==> config.mk <==
export PLATFORM = sky130hd
export DESIGN_NAME = home_cell_sweep_ctrl
export DESIGN_NICKNAME = d
export VERILOG_FILES = /design/src/rtl/home_cell_sweep_ctrl.sv
export SDC_FILE = /design/constraint.sdc
export NUM_CORES = 1
export LEC_CHECK = 0
export BUFFER_PORTS_ARGS = -buffer_cell sky130_fd_sc_hd__buf_2
export CAP_MARGIN = 20
export CORE_ASPECT_RATIO = 0.75
export CORE_MARGIN = 2
export CORE_UTILIZATION = 40
export DETAILED_ROUTE_END_ITERATION = 10
export HOLD_SLACK_MARGIN = 0.06
export PLACE_DENSITY = 0.71
export SLEW_MARGIN = 10
export SYNTH_ARGS = -nofsm -noshare
export SYNTH_HDL_FRONTEND = slang
export SYNTH_SLANG_ARGS = --single-unit
==> constraint.sdc <==
create_clock -name clk -period 3 [get_ports clk]
set_input_delay 0.15 -clock clk [delete_from_list [all_inputs] [get_ports clk]]
set_output_delay 0.15 -clock clk [all_outputs]
set_load 0.02 [all_outputs]
==> src/rtl/home_cell_sweep_ctrl.sv <==
// Home-cell sweep sequencer: reads the particle count from address 0, then for each
// reference particle streams two passes (phase 0, phase 1) over addresses 1..N.
//
// state    | meaning
// ---------+----------------------------------------------------------
// IDLE     | waiting for start; memory read disabled
// READ_NUM | address 0 issued to fetch particle count N
// WAIT_NUM | count data on the bus; latch N, pick SWEEP or DONE
// SWEEP    | issuing addresses 1..N, two phases per reference particle
// DONE     | sweep finished; next cycle pulses done and drops busy
module home_cell_sweep_ctrl #(
    parameter int PARTICLE_ID_WIDTH = 7
) (
    input  logic                         clk,
    input  logic                         rst_n,
    input  logic                         start,
    input  logic                         stall,
    input  logic [PARTICLE_ID_WIDTH-1:0] count_data,
    output logic [PARTICLE_ID_WIDTH-1:0] mem_rd_addr,
    output logic                         mem_rd_en,
    output logic                         reading_particle_num,
    output logic [PARTICLE_ID_WIDTH-1:0] particle_id,
    output logic [PARTICLE_ID_WIDTH-1:0] ref_id,
    output logic                         phase,
    output logic                         prev_phase,
    output logic                         particle_valid,
    output logic                         busy,
    output logic                         done
);

    localparam logic [PARTICLE_ID_WIDTH-1:0] ID_ZERO = '0;
    localparam logic [PARTICLE_ID_WIDTH-1:0] ID_ONE  = PARTICLE_ID_WIDTH'(1);

    typedef enum logic [2:0] {
        S_IDLE     = 3'd0,
        S_READ_NUM = 3'd1,
        S_WAIT_NUM = 3'd2,
        S_SWEEP    = 3'd3,
        S_DONE     = 3'd4
    } state_t;

    state_t                         state_q;
    logic [PARTICLE_ID_WIDTH-1:0]   num_q;
    logic [PARTICLE_ID_WIDTH-1:0]   addr_q;
    logic                           rd_en_q;
    logic                           sweep_phase_q;
    logic [PARTICLE_ID_WIDTH-1:0]   sweep_ref_q;
    logic                           rpn_q;
    logic [PARTICLE_ID_WIDTH-1:0]   particle_id_q;
    logic [PARTICLE_ID_WIDTH-1:0]   ref_id_q;
    logic                           phase_q;
    logic                           prev_phase_q;
    logic                           valid_q;
    logic                           busy_q;
    logic                           done_q;

    always_ff @(posedge clk or negedge rst_n) begin
        if (!rst_n) begin
            state_q       <= S_IDLE;
            num_q         <= ID_ZERO;
            addr_q        <= ID_ZERO;
            rd_en_q       <= 1'b0;
            sweep_phase_q <= 1'b0;
            sweep_ref_q   <= ID_ZERO;
            rpn_q         <= 1'b0;
            particle_id_q <= ID_ZERO;
            ref_id_q      <= ID_ZERO;
            phase_q       <= 1'b0;
            prev_phase_q  <= 1'b0;
            valid_q       <= 1'b0;
            busy_q        <= 1'b0;
            done_q        <= 1'b0;
        end else begin
            rpn_q   <= 1'b0;
            valid_q <= 1'b0;
            done_q  <= 1'b0;
            case (state_q)
                S_IDLE: begin
                    if (start) begin
                        state_q       <= S_READ_NUM;
                        busy_q        <= 1'b1;
                        rd_en_q       <= 1'b1;
                        addr_q        <= ID_ZERO;
                        particle_id_q <= ID_ZERO;
                        ref_id_q      <= ID_ZERO;
                        // fresh sweep: ref 1's first beat must not look like a reference change
                        phase_q       <= 1'b0;
                        prev_phase_q  <= 1'b0;
                    end
                end
                S_READ_NUM: begin
                    state_q <= S_WAIT_NUM;
                    rd_en_q <= 1'b0;
                    rpn_q   <= 1'b1;
                end
                S_WAIT_NUM: begin
                    num_q <= count_data;
                    if (count_data == ID_ZERO) begin
                        state_q <= S_DONE;
                    end else begin
                        state_q       <= S_SWEEP;
                        rd_en_q       <= 1'b1;
                        addr_q        <= ID_ONE;
                        sweep_phase_q <= 1'b0;
                        sweep_ref_q   <= ID_ONE;
                        ref_id_q      <= ID_ONE;
                    end
                end
                S_SWEEP: begin
                    if (!stall) begin
                        valid_q       <= 1'b1;
                        particle_id_q <= addr_q;
                        phase_q       <= sweep_phase_q;
                        prev_phase_q  <= phase_q;
                        ref_id_q      <= sweep_ref_q;
                        if (addr_q == num_q) begin
                            addr_q <= ID_ONE;
                            if (!sweep_phase_q) begin
                                sweep_phase_q <= 1'b1;
                            end else if (sweep_ref_q == num_q) begin
                                state_q <= S_DONE;
                                rd_en_q <= 1'b0;
                                addr_q  <= ID_ZERO;
                            end else begin
                                sweep_phase_q <= 1'b0;
                                sweep_ref_q   <= sweep_ref_q + ID_ONE;
                            end
                        end else begin
                            addr_q <= addr_q + ID_ONE;
                        end
                    end
                end
                S_DONE: begin
                    state_q <= S_IDLE;
                    done_q  <= 1'b1;
                    busy_q  <= 1'b0;
                end
                default: begin
                    state_q <= S_IDLE;
                    rd_en_q <= 1'b0;
                    busy_q  <= 1'b0;
                end
            endcase
        end
    end

    assign mem_rd_addr          = addr_q;
    assign mem_rd_en            = rd_en_q;
    assign reading_particle_num = rpn_q;
    assign particle_id          = particle_id_q;
    assign ref_id               = ref_id_q;
    assign phase                = phase_q;
    assign prev_phase           = prev_phase_q;
    assign particle_valid       = valid_q;
    assign busy                 = busy_q;
    assign done                 = done_q;

endmodule

==> reports/qor.txt <==
Wirelength, routed = 5440 um
Max cap viols = 0
Worst-case hold slack = 0.0736 ns
Worst-Margin Slew = 0.628 ns
GP Congestion = 0.885
Detail Placement HPWL = 4110 um
Register bit total from synthesis = 46
Largest area contributor in the netlist = dfrtp_1
First-pass iteration count of the detailed router = 4
RSZ-0062 raised after global routing = no
Slowest stage cell, crit path = dfrtp_1
First-pass GRT wire length = 9340 um
Syn avg cell area = 10.1 um2
Synth async-reset ratio = 100%
Worst Setup Start Kind = flip-flop
Pint = 1440 uW
Prevailing post-synth register cell = dfrtp_1
Hold_buf cts = 1
Root Driver = clkbuf_8
I/O pin cnt = 39
Post-DR vias/cell = 5.45
Comb pwr share = 43.1%
Sequential power share = 39.2%
# rows = 24
CP max FO = 22
Final Slew Violations = 0
Core region area = 0.00577 mm2
Post-synth top area share = 48.8%
Reg clk slew, reported paths = 0.08 ns
Worst rel slew slack = 57.1%
Area of the die = 0.00653 mm2
Max H-tree Level = 2
Die height = 70.5 um
Clock power frac = 17.7%
Global route overflow = 0
Vias post-DR = 1906
Crit end category = flip-flop
Crit-path leading delay family = compound AO/OA/AOI/OAI gates
Hold Crit Class = input pin to flip-flop
Critical path required time = 3.19 ns
I/O Buffers = 38
Total GRT Usage = 18.0%
Post-CTS Setup Bufs = 0
Total chip power = 2530 uW
Post-synth EDFFs = 0
Fill count = 581
CTS Sinks = 46
Max stage delay on crit path = 0.60 ns
Worst Path Arrival = 2.54 ns
Post-synth net total = 246
Post-route clock period utilization = 78.4%
Crit path cell chain = or3b_2, a21o_1, and2_1, o21ai_1, a22o_1
CTS resizes = 0
Layout cell share with drive strength beyond 1 = 22.4%
Worst-skew pair later-pin latency = 0.29 ns
Detail Route Antenna Nets = 0
Status = complete, no violations
Max Fclk = 425 MHz
Final hold vios = 0
WP buf/inv = 0
Largest net degree at the start of global routing = 47
Max clock buf depth = 2
Sw Ratio = 43.0%
Initial Util = 40.9%
Power per Cell Area = 924 mW/mm2
Num CTS Buffers = 5
Top cells by area, synth = dfrtp_1 (49%), nand2_1 (5.6%), mux2_2 (3.8%), xnor2_1 (2.6%), xor2_1 (2.6%)
Clock Skews = 0.00445 ns
Fin Setup TNS = 0 ns
Initial antenna violation count = 0
# nets final = 284
Initial DRC Count = 79
Tmin final = 2.35 ns
Post-route DRC = 0
Synth Instances = 233
Post-Syn Area = 0.00236 mm2
Chip width = 92.7 um
Vias in the first global route = 1882
ANT cells = 0
CTS tree = yes
Warnings, synthesis = 0
CP Class = flip-flop to flip-flop
WL per Instance = 15.5 um
Pleak = 0.00121 uW
Peak VDD IR = 0.000447 V
Area grow syn2layout = 16.3%
Sequential fraction of the synthesis area = 48.8%
Psw = 1090 uW
Final setup viols = 0
Cell variety after synth = 53
==> sequential cells by signal, indices dropped and copies added, names as in the netlist, 3 cells and up <==
signal and cells:
mem_rd_addr 7, num_q 7, particle_id 7, ref_id 7, sweep_ref_q 7, state_q 3
==> synth_stat cells, types with 2 or more instances <==
cell type  count
nand3_1       11
mux2_2         8
o31ai_1        7
o211ai_1       2
or4_1          5
a211oi_1       4
nand4_1        2
a21o_1         2
o22ai_1        3
or3_1          4
xor2_1         7
inv_1          6
nand2b_1       4
ha_1           2
dfrtp_1       46
a21oi_1        7
clkbuf_1       6
nor3_1         3
nor2_1         5
o21ai_0       12
nor4_1         5
nand2_1       35
a22o_1         3
buf_2          2
o2111ai_1      2
o21ai_1        3
mux2i_1        2
nand3b_1       2
xnor2_1        7
and2_1         3
==> through the flow <==
step / cells / worst slack [ns] / cell area [um2] / util, %
global route: 350 / 0.421 / 2740 / 47.6
global placement: 340 / 0.748 / 2610 / 45.2
finish: 350 / 0.649 / 2740 / 47.6
detailed placement: 340 / 0.637 / 2610 / 45.2
floorplan: 233 / 1.07 / 2360 / -
CTS: 349 / 0.627 / 2720 / 47.2
==> layout make-up <==
cell class / count / area (um2) / share of cell area [%]
Tap cell: 78 / 97.6 / 3.56
Clock inverter: 1 / 30.0 / 1.09
Sequential cell: 46 / 1150 / 42.0
Inverter: 6 / 22.5 / 0.821
Timing Repair Buffer: 42 / 235 / 8.58
Multi-Input combinational cell: 170 / 1130 / 41.2
Clock buffer: 7 / 76.3 / 2.78
==> power by group through the flow <==
stage                     clock network, uW  logic (uW)  registers (uW)
after floorplan                           0         799            1000
after global placement                    0        1060             997
after detailed placement                  0        1090            1000
after CTS                               460        1100             991
after global routing                    481        1210            1020
final                                   447        1090             993
==> layout by cell type (no fill, tap or decap), drive strengths merged, types with 7 or more instances in the layout <==
master,Yosys,layout
clkbuf,6,7
a21oi,8,8
o21ai,15,15
buf,5,41
o31ai,7,7
dfrtp,46,46
nand2,35,35
xor2,7,7
nand3,11,11
xnor2,7,7
mux2,8,8
==> worst register-to-register path: stages (launching register included) <==
cell and delay [ns]:
dfrtp_1 0.60, or3b_2 0.21, a21o_1 0.48, and2_1 0.59, o21ai_1 0.15, a22o_1 0.22
==> layer usage <==
layer | track usage (%) | routed length (um) | part of all wire, %
met2 | 27.2 | 2360 | 43
met5 | 0 | 0 | 0
met4 | 3.43 | 44 | 0.81
met1 | 26.9 | 2690 | 49
met3 | 3.99 | 342 | 6.3
==> cells by family (layout without fill, tap and decap cells) <==
logic type / Yosys count / count (layout) / share of synthesized area (%)
flops: 46 / 46 / 48.8
xor+xnor: 14 / 14 / 5.20
simple gates: 89 / 89 / 20.7
buf+inv: 17 / 56 / 3.29
compound gates: 55 / 55 / 16.2
mux: 10 / 10 / 4.67
fa+ha+maj: 2 / 2 / 1.06
==> final timing paths <==
kind | from | endpoint | slack, ns | cells past startpoint
worst max-delay path | state_q[0] | mem_rd_addr[5] | 0.65 | 5
worst min-delay path | stall | particle_valid | 0.07 | 2
worst max register to register | state_q[0] | mem_rd_addr[5] | 0.65 | 5
worst min register to register | ref_id[5] | ref_id[5] | 0.47 | 2
max in group asynchronous | rst_n | ref_id[2] | 2.14 | 3
min in group asynchronous | rst_n | reading_particle_num | 0.35 | 2
Power figures use the tool's default switching activity.
